## config.mk

```make
export PLATFORM = sky130hd
export DESIGN_NAME = mac_relu_sequencer
export DESIGN_NICKNAME = d
export VERILOG_FILES = /design/src/rtl/mac_relu_sequencer.sv
export SDC_FILE = /design/constraint.sdc
export NUM_CORES = 1
export LEC_CHECK = 0
export CAP_MARGIN = 10
export CORE_MARGIN = 4
export CORE_UTILIZATION = 55
export DETAILED_ROUTE_END_ITERATION = 7
export DONT_BUFFER_PORTS = 1
export GPL_ROUTABILITY_DRIVEN = 0
export MAX_ROUTING_LAYER = met4
export PLACE_DENSITY = 0.7
export SLEW_MARGIN = 20
export SYNTH_ARGS = -nofsm -noshare
export SYNTH_HDL_FRONTEND = slang
export SYNTH_SLANG_ARGS = --single-unit
```

## constraint.sdc

```tcl
create_clock -name clk -period 2.7 [get_ports clk]
set_input_delay 0.135 -clock clk [delete_from_list [all_inputs] [get_ports clk]]
set_output_delay 0.135 -clock clk [all_outputs]
set_load 0.1 [all_outputs]
```

## src/rtl/mac_relu_sequencer.sv

```systemverilog
//-----------------------------------------------------------------------------
// mac_relu_sequencer
//
// Sequences int8 dot products with ReLU on the shared accelerator ALU. Operand
// word pairs (four packed signed int8 lanes each) are pulled through a
// valid/ready handshake. Each pair is reduced by an ALU packed-MAC op and
// added into a 32-bit wrapping accumulator with an ALU add. When RELU_EN is
// defined, a final ALU ReLU op clamps the sum at zero before the result is
// presented on a valid/ready result port.
//
// Build option:
//   RELU_EN  - when defined, the RELU state is compiled in and the result is
//              max(acc, 0). When undefined, the raw wrapped sum is returned.
//
// Ports:
//   clk, reset_n         clock (rising edge), asynchronous active-low reset
//   start, len           job request and word-pair count (sampled in IDLE)
//   busy                 high whenever a job is in progress
//   op_valid, op_ready   operand pair handshake
//   op_a, op_b           packed int8 operand words (byte0 = lane 0)
//   alu_in1, alu_in2     ALU operands, driven by this block
//   alu_ctl, alu_sign    ALU op select and sign mode (sign is always 1)
//   alu_out              combinational ALU result
//   res_valid, res_ready result handshake
//   res_data             dot-product result
//-----------------------------------------------------------------------------
`timescale 1ns/1ps
`default_nettype none

module mac_relu_sequencer #(
   parameter int LEN_W = 8
) (
   input  logic             clk,
   input  logic             reset_n,
   input  logic             start,
   input  logic [LEN_W-1:0] len,
   output logic             busy,
   input  logic             op_valid,
   output logic             op_ready,
   input  logic [31:0]      op_a,
   input  logic [31:0]      op_b,
   output logic [31:0]      alu_in1,
   output logic [31:0]      alu_in2,
   output logic [4:0]       alu_ctl,
   output logic             alu_sign,
   input  logic [31:0]      alu_out,
   output logic             res_valid,
   input  logic             res_ready,
   output logic [31:0]      res_data
);

   localparam logic [4:0] ALU_NOP  = 5'b00000;
   localparam logic [4:0] ALU_ADD  = 5'b00010;
   localparam logic [4:0] ALU_MAC  = 5'b11011;
   localparam logic [4:0] ALU_RELU = 5'b11100;

   // Fixed encodings so the state register layout does not shift when the
   // RELU state is left out of the build.
   typedef enum logic [2:0] {
      IDLE  = 3'd0,
      FETCH = 3'd1,
      MAC   = 3'd2,
      ACC   = 3'd3,
`ifdef RELU_EN
      RELU  = 3'd4,
`endif
      DONE  = 3'd5
   } state_t;

   state_t           state_reg;
   logic [LEN_W-1:0] cnt_reg;
   logic [31:0]      acc_reg;
   logic [31:0]      a_reg;
   logic [31:0]      b_reg;
   logic [31:0]      prod_reg;
   logic             busy_reg;
   logic             op_ready_reg;
   logic             res_valid_reg;
   logic [31:0]      res_data_reg;

   assign busy      = busy_reg;
   assign op_ready  = op_ready_reg;
   assign res_valid = res_valid_reg;
   assign res_data  = res_data_reg;
   assign alu_sign  = 1'b1;

   // ALU port drive. Decoded purely from state and internal registers, so
   // there is no path from any input port to the ALU ports. alu_out only
   // ever lands in registers, which keeps the shared ALU loop acyclic.
   always_comb begin
      alu_ctl = ALU_NOP;
      alu_in1 = '0;
      alu_in2 = '0;
      case (state_reg)
         MAC: begin
            alu_ctl = ALU_MAC;
            alu_in1 = a_reg;
            alu_in2 = b_reg;
         end
         ACC: begin
            alu_ctl = ALU_ADD;
            alu_in1 = acc_reg;
            alu_in2 = prod_reg;
         end
`ifdef RELU_EN
         RELU: begin
            alu_ctl = ALU_RELU;
            alu_in1 = '0;
            alu_in2 = acc_reg;
         end
`endif
         default: begin
            alu_ctl = ALU_NOP;
         end
      endcase
   end

   // Control FSM. busy/op_ready/res_valid/res_data are registered and updated
   // on the same edge as the state transition that makes them true, so they
   // always reflect the current state exactly.
   always_ff @(posedge clk or negedge reset_n) begin
      if (!reset_n) begin
         state_reg     <= IDLE;
         cnt_reg       <= '0;
         acc_reg       <= '0;
         a_reg         <= '0;
         b_reg         <= '0;
         prod_reg      <= '0;
         busy_reg      <= 1'b0;
         op_ready_reg  <= 1'b0;
         res_valid_reg <= 1'b0;
         res_data_reg  <= '0;
      end else begin
         case (state_reg)
            IDLE: begin
               if (start) begin
                  cnt_reg  <= len;
                  acc_reg  <= '0;
                  busy_reg <= 1'b1;
                  if (len == '0) begin
`ifdef RELU_EN
                     // Empty vector still runs ReLU on the zero accumulator.
                     state_reg <= RELU;
`else
                     state_reg     <= DONE;
                     res_valid_reg <= 1'b1;
                     res_data_reg  <= '0;
`endif
                  end else begin
                     state_reg    <= FETCH;
                     op_ready_reg <= 1'b1;
                  end
               end
            end

            FETCH: begin
               if (op_valid && op_ready_reg) begin
                  a_reg        <= op_a;
                  b_reg        <= op_b;
                  op_ready_reg <= 1'b0;
                  state_reg    <= MAC;
               end
            end

            MAC: begin
               prod_reg  <= alu_out;
               state_reg <= ACC;
            end

            ACC: begin
               acc_reg <= alu_out;
               cnt_reg <= cnt_reg - LEN_W'(1);
               if (cnt_reg == LEN_W'(1)) begin
`ifdef RELU_EN
                  state_reg <= RELU;
`else
                  // Last pair: the fresh sum is the result.
                  state_reg     <= DONE;
                  res_valid_reg <= 1'b1;
                  res_data_reg  <= alu_out;
`endif
               end else begin
                  state_reg    <= FETCH;
                  op_ready_reg <= 1'b1;
               end
            end

`ifdef RELU_EN
            RELU: begin
               acc_reg       <= alu_out;
               res_data_reg  <= alu_out;
               res_valid_reg <= 1'b1;
               state_reg     <= DONE;
            end
`endif

            DONE: begin
               // A start seen here is deliberately ignored; only IDLE
               // samples start.
               if (res_ready) begin
                  res_valid_reg <= 1'b0;
                  busy_reg      <= 1'b0;
                  state_reg     <= IDLE;
               end
            end

            default: begin
               state_reg     <= IDLE;
               busy_reg      <= 1'b0;
               op_ready_reg  <= 1'b0;
               res_valid_reg <= 1'b0;
            end
         endcase
      end
   end

endmodule

`default_nettype wire

```

==> impl_metrics.prom <==
# TYPE chip_impl_metric gauge
chip_impl_info{name="cts_tree",value="done"} 1
chip_impl_metric{name="cts_hold_buf",unit=""} 109
chip_impl_info{name="unrepaired_setup_endpoints_after_global_routing",value="no"} 1
chip_impl_metric{name="violation_count_after_the_first_detailed_routing_iteration",unit=""} 426
chip_impl_metric{name="first_global_vias",unit=""} 6289
chip_impl_metric{name="fp.dieH",unit="um"} 127
chip_impl_metric{name="worstMarginPinSlew",unit="ps"} 849
chip_impl_metric{name="layout-area-overhead-vs-synth",unit="%"} 35.6
chip_impl_metric{name="synth_enable_flop_cells",unit=""} 0
chip_impl_metric{name="drtAntennaViolNets",unit=""} 0
chip_impl_metric{name="timing.fmax",unit="MHz"} 412
chip_impl_metric{name="floorplan.core_area",unit="um^2"} 13800
chip_impl_info{name="timing.hold.worst.class",value="input pin to asynchronous set/reset pin"} 1
chip_impl_metric{name="synth_area",unit="um^2"} 7740
chip_impl_metric{name="cts_resized",unit=""} 0
chip_impl_metric{name="drv_slew",unit=""} 0
chip_impl_metric{name="grt_antenna_before_repair",unit=""} 0
chip_impl_metric{name="arrival_time_at_the_worst_endpoint",unit="ps"} 2290
chip_impl_metric{name="top_level_ports",unit=""} 214
chip_impl_metric{name="finalHoldViolCount",unit=""} 174
chip_impl_info{name="synth-main-ff-cell",value="sky130_fd_sc_hd__dfrtp_1"} 1
chip_impl_metric{name="synthesis.yosys.warnings",unit=""} 0
chip_impl_metric{name="number_of_distinct_library_cell_variants_in_the_gate_level_netlist_after_synthesis",unit=""} 42
chip_impl_metric{name="area_fraction_of_the_dominant_cell_type_after_synthesis",unit=""} 0.563
chip_impl_metric{name="io_buffers",unit=""} 0
chip_impl_metric{name="drive_above_1_share",unit=""} 0.277
chip_impl_metric{name="design.final.nets",unit=""} 906
chip_impl_metric{name="total_power",unit="mW"} 13.0
chip_impl_info{name="synth.top_cells.by_area",value="sky130_fd_sc_hd__dfrtp_1 (56%), sky130_fd_sc_hd__mux2_1 (14%), sky130_fd_sc_hd__mux2i_1 (8.3%), sky130_fd_sc_hd__a22o_1 (7.2%), sky130_fd_sc_hd__nor2_1 (3.4%)"} 1
chip_impl_metric{name="total_routing_usage_gr",unit=""} 0.275
chip_impl_info{name="critPathLaunchType",value="flop"} 1
chip_impl_info{name="yosys.cell_count.top_type",value="sky130_fd_sc_hd__dfrtp_1"} 1
chip_impl_metric{name="initial_utilization",unit=""} 0.559
chip_impl_metric{name="post_dp_cell_area",unit="um^2"} 8760
chip_impl_metric{name="antenna_cells_inserted",unit=""} 0
chip_impl_metric{name="detailedPlacementHpwl",unit="um"} 12800
chip_impl_metric{name="post_drt_wl_per_cell",unit="um"} 21.0
chip_impl_metric{name="grt_max_degree",unit=""} 175
chip_impl_info{name="violations_in_the_final_reports",value="negative hold slack"} 1
chip_impl_metric{name="yosys_reg_bits",unit=""} 174
chip_impl_metric{name="post_detailed_route_via_to_cell_ratio",unit=""} 5.81
chip_impl_metric{name="fin_crit_sh",unit=""} 0.898
chip_impl_metric{name="max_slew_headroom",unit=""} 0.434
chip_impl_metric{name="mappedNetlistNets",unit=""} 712
chip_impl_metric{name="h-tree-depth",unit=""} 4
chip_impl_metric{name="finalSetupViolations",unit=""} 0
chip_impl_metric{name="seq_area_frac_synth",unit=""} 0.563
chip_impl_metric{name="ff2ff_setup_slack",unit="ps"} 360
chip_impl_info{name="worst_setup_path_end_kind",value="output port"} 1
chip_impl_metric{name="clock_skew",unit="ps"} 10.5
chip_impl_metric{name="num_vias",unit=""} 5743
chip_impl_metric{name="drt_pass1_iterations",unit=""} 4
chip_impl_metric{name="syn_inst",unit=""} 601
chip_impl_metric{name="final_area",unit="um^2"} 10500
chip_impl_info{name="worstSetupPathType",value="flop to output port"} 1
chip_impl_metric{name="clkLatencyLatePin",unit="ps"} 430
chip_impl_metric{name="mapped_avg_cell_area",unit="um^2"} 12.9
chip_impl_metric{name="final.setup.tns",unit="ps"} 0
chip_impl_metric{name="power.density",unit="nW/um^2"} 1230
chip_impl_metric{name="rows",unit=""} 43
chip_impl_metric{name="timing.hold.ws",unit="ps"} -597
chip_impl_metric{name="power.ir.vdd_worst",unit="uV"} 856
chip_impl_metric{name="first_pass_grt_wire_length",unit="um"} 33600
chip_impl_metric{name="cp.required",unit="ps"} 2570
chip_impl_metric{name="timing.final.crit_period",unit="ps"} 2430
chip_impl_info{name="synth.largest_area_cell",value="sky130_fd_sc_hd__dfrtp_1"} 1
chip_impl_info{name="run_status",value="finished, violations left"} 1
chip_impl_metric{name="asyncSetResetFlopFracSynth",unit=""} 1.00
chip_impl_metric{name="clock_edge_transition_at_the_registers_on_the_reported_setup_and_hold_paths",unit="ps"} 60
chip_impl_metric{name="fp.dieArea",unit="um^2"} 16000
chip_impl_metric{name="tritoncts.num_buffers",unit=""} 17
chip_impl_metric{name="cts.path.max_buffers",unit=""} 2
chip_impl_metric{name="cap_violations",unit=""} 0
chip_impl_metric{name="chipWidth",unit="um"} 127
chip_impl_metric{name="static-leakage-power",unit="nW"} 4.90
chip_impl_metric{name="postRouteWirelength",unit="um"} 20800
chip_impl_metric{name="largest_fanout_on_the_critical_path",unit=""} 49
chip_impl_info{name="netlist_top_cells_count",value="sky130_fd_sc_hd__dfrtp_1 (174), sky130_fd_sc_hd__mux2_1 (96), sky130_fd_sc_hd__nor2_1 (70)"} 1
chip_impl_metric{name="grt_remaining_overflow",unit=""} 0
chip_impl_metric{name="clock-sinks",unit=""} 174
chip_impl_info{name="clockRootBuffer",value="sky130_fd_sc_hd__clkbuf_16"} 1
chip_impl_metric{name="drc",unit=""} 0
power breakdown:
group,leakage (nW),internal (mW),switching [mW]
combinational,2.44,1.95,4.13
clock,0.300,1.57,1.05
sequential,2.16,3.61,0.644
total,4.90,7.13,5.82
stage by stage:
| stage | hold WS (ps) | setup WS [ps] | cells | utilization |
|---|---|---|---|---|
| finish | -597 | 275 | 988 | 0.759 |
| detailed placement | -152 | 434 | 845 | 0.633 |
| global route | -627 | 106 | 988 | 0.759 |
| global placement | -152 | 509 | 845 | 0.633 |
| floorplan | -161 | 191 | 601 | - |
| CTS | -609 | 120 | 986 | 0.758 |
cell usage in the layout, fill, tap and decap left out, types with 2 or more instances in the layout:
| cell type | synthesis | final |
|---|---|---|
| sky130_fd_sc_hd__bufinv_16 | 0 | 4 |
| sky130_fd_sc_hd__nor2_2 | 0 | 64 |
| sky130_fd_sc_hd__dlygate4sd3_1 | 0 | 109 |
| sky130_fd_sc_hd__mux2_1 | 96 | 96 |
| sky130_fd_sc_hd__nor2_4 | 1 | 2 |
| sky130_fd_sc_hd__clkbuf_16 | 0 | 17 |
| sky130_fd_sc_hd__mux2i_1 | 64 | 64 |
| sky130_fd_sc_hd__a211oi_1 | 2 | 2 |
| sky130_fd_sc_hd__clkinv_2 | 0 | 4 |
| sky130_fd_sc_hd__nor2b_1 | 2 | 2 |
| sky130_fd_sc_hd__o21ai_1 | 8 | 8 |
| sky130_fd_sc_hd__o21ai_0 | 3 | 3 |
| sky130_fd_sc_hd__a22o_1 | 64 | 64 |
| sky130_fd_sc_hd__a22oi_1 | 2 | 2 |
| sky130_fd_sc_hd__o2bb2ai_1 | 4 | 4 |
| sky130_fd_sc_hd__nor3_1 | 5 | 5 |
| sky130_fd_sc_hd__or4_1 | 3 | 3 |
| sky130_fd_sc_hd__nor2_1 | 70 | 5 |
| sky130_fd_sc_hd__conb_1 | 2 | 2 |
| sky130_fd_sc_hd__dfrtp_1 | 174 | 173 |
| sky130_fd_sc_hd__a31oi_1 | 2 | 2 |
| sky130_fd_sc_hd__inv_1 | 4 | 4 |
| sky130_fd_sc_hd__or3b_1 | 2 | 2 |
| sky130_fd_sc_hd__nand3_1 | 3 | 3 |
| sky130_fd_sc_hd__nand2_1 | 9 | 8 |
| sky130_fd_sc_hd__clkinvlp_4 | 0 | 4 |
| sky130_fd_sc_hd__a21oi_1 | 15 | 15 |
| sky130_fd_sc_hd__inv_2 | 3 | 3 |
| sky130_fd_sc_hd__buf_12 | 0 | 5 |
| sky130_fd_sc_hd__buf_4 | 10 | 108 |
| sky130_fd_sc_hd__ha_1 | 2 | 2 |
cells by family (layout without fill, tap and decap cells):
group	Yosys count	count (layout)	synth area share
AOI/OAI and AO/OA	107	107	0.109
adders and majority gates	2	2	0.00323
buffers and inverters	54	261	0.0399
DFF	174	174	0.563
muxes	160	160	0.223
other	2	2	0.000971
and+or+nand+nor	102	102	0.0616
routing by layer:
| layer | GRT usage | part of all wire | vias up | routed length, um |
|---|---|---|---|---|
| li1 | - | - | 2560 | - |
| met1 | 0.335 | 0.41 | 2920 | 8420 |
| met2 | 0.448 | 0.51 | 219 | 10500 |
| met3 | 0.0724 | 0.067 | 44 | 1400 |
| met4 | 0.0934 | 0.022 | 0 | 452 |
| met5 | - | 0 | - | 0 |
final cells by class:
type / count / area [um^2]
repair buffers: 222 / 2000
fillers: 824 / 3340
well taps: 180 / 225
flip-flops and latches: 174 / 4360
multi-input cells: 373 / 3250
clock inverters: 14 / 190
inverters: 7 / 26.3
clock buffers: 18 / 439
worst max-delay path: stages (launching register included):
cell and delay (ps):
sky130_fd_sc_hd__dfrtp_1 670, sky130_fd_sc_hd__inv_2 140, sky130_fd_sc_hd__nand2_4 320, sky130_fd_sc_hd__buf_12 370, sky130_fd_sc_hd__nor2_2 90, sky130_fd_sc_hd__buf_4 240
final timing paths:
path                                 to  cells after the start          from
setup reg to reg           res_data[13]                      4  state_reg[0]
setup / recovery            alu_in2[14]                      5  state_reg[2]
hold / removal                a_reg[30]                      0       reset_n
hold reg to reg               b_reg[20]                      1     b_reg[20]
min in group clk                   busy                      3     res_ready
max in group asynchronous  res_data[10]                      0       reset_n
what timing repair did:
item                                   4_1_cts  5_1_grt
buffers inserted                             0        2
endpoints found under the hold margin      348      174
setup endpoints to repair                    0        1
Power figures use the tool's default switching activity.
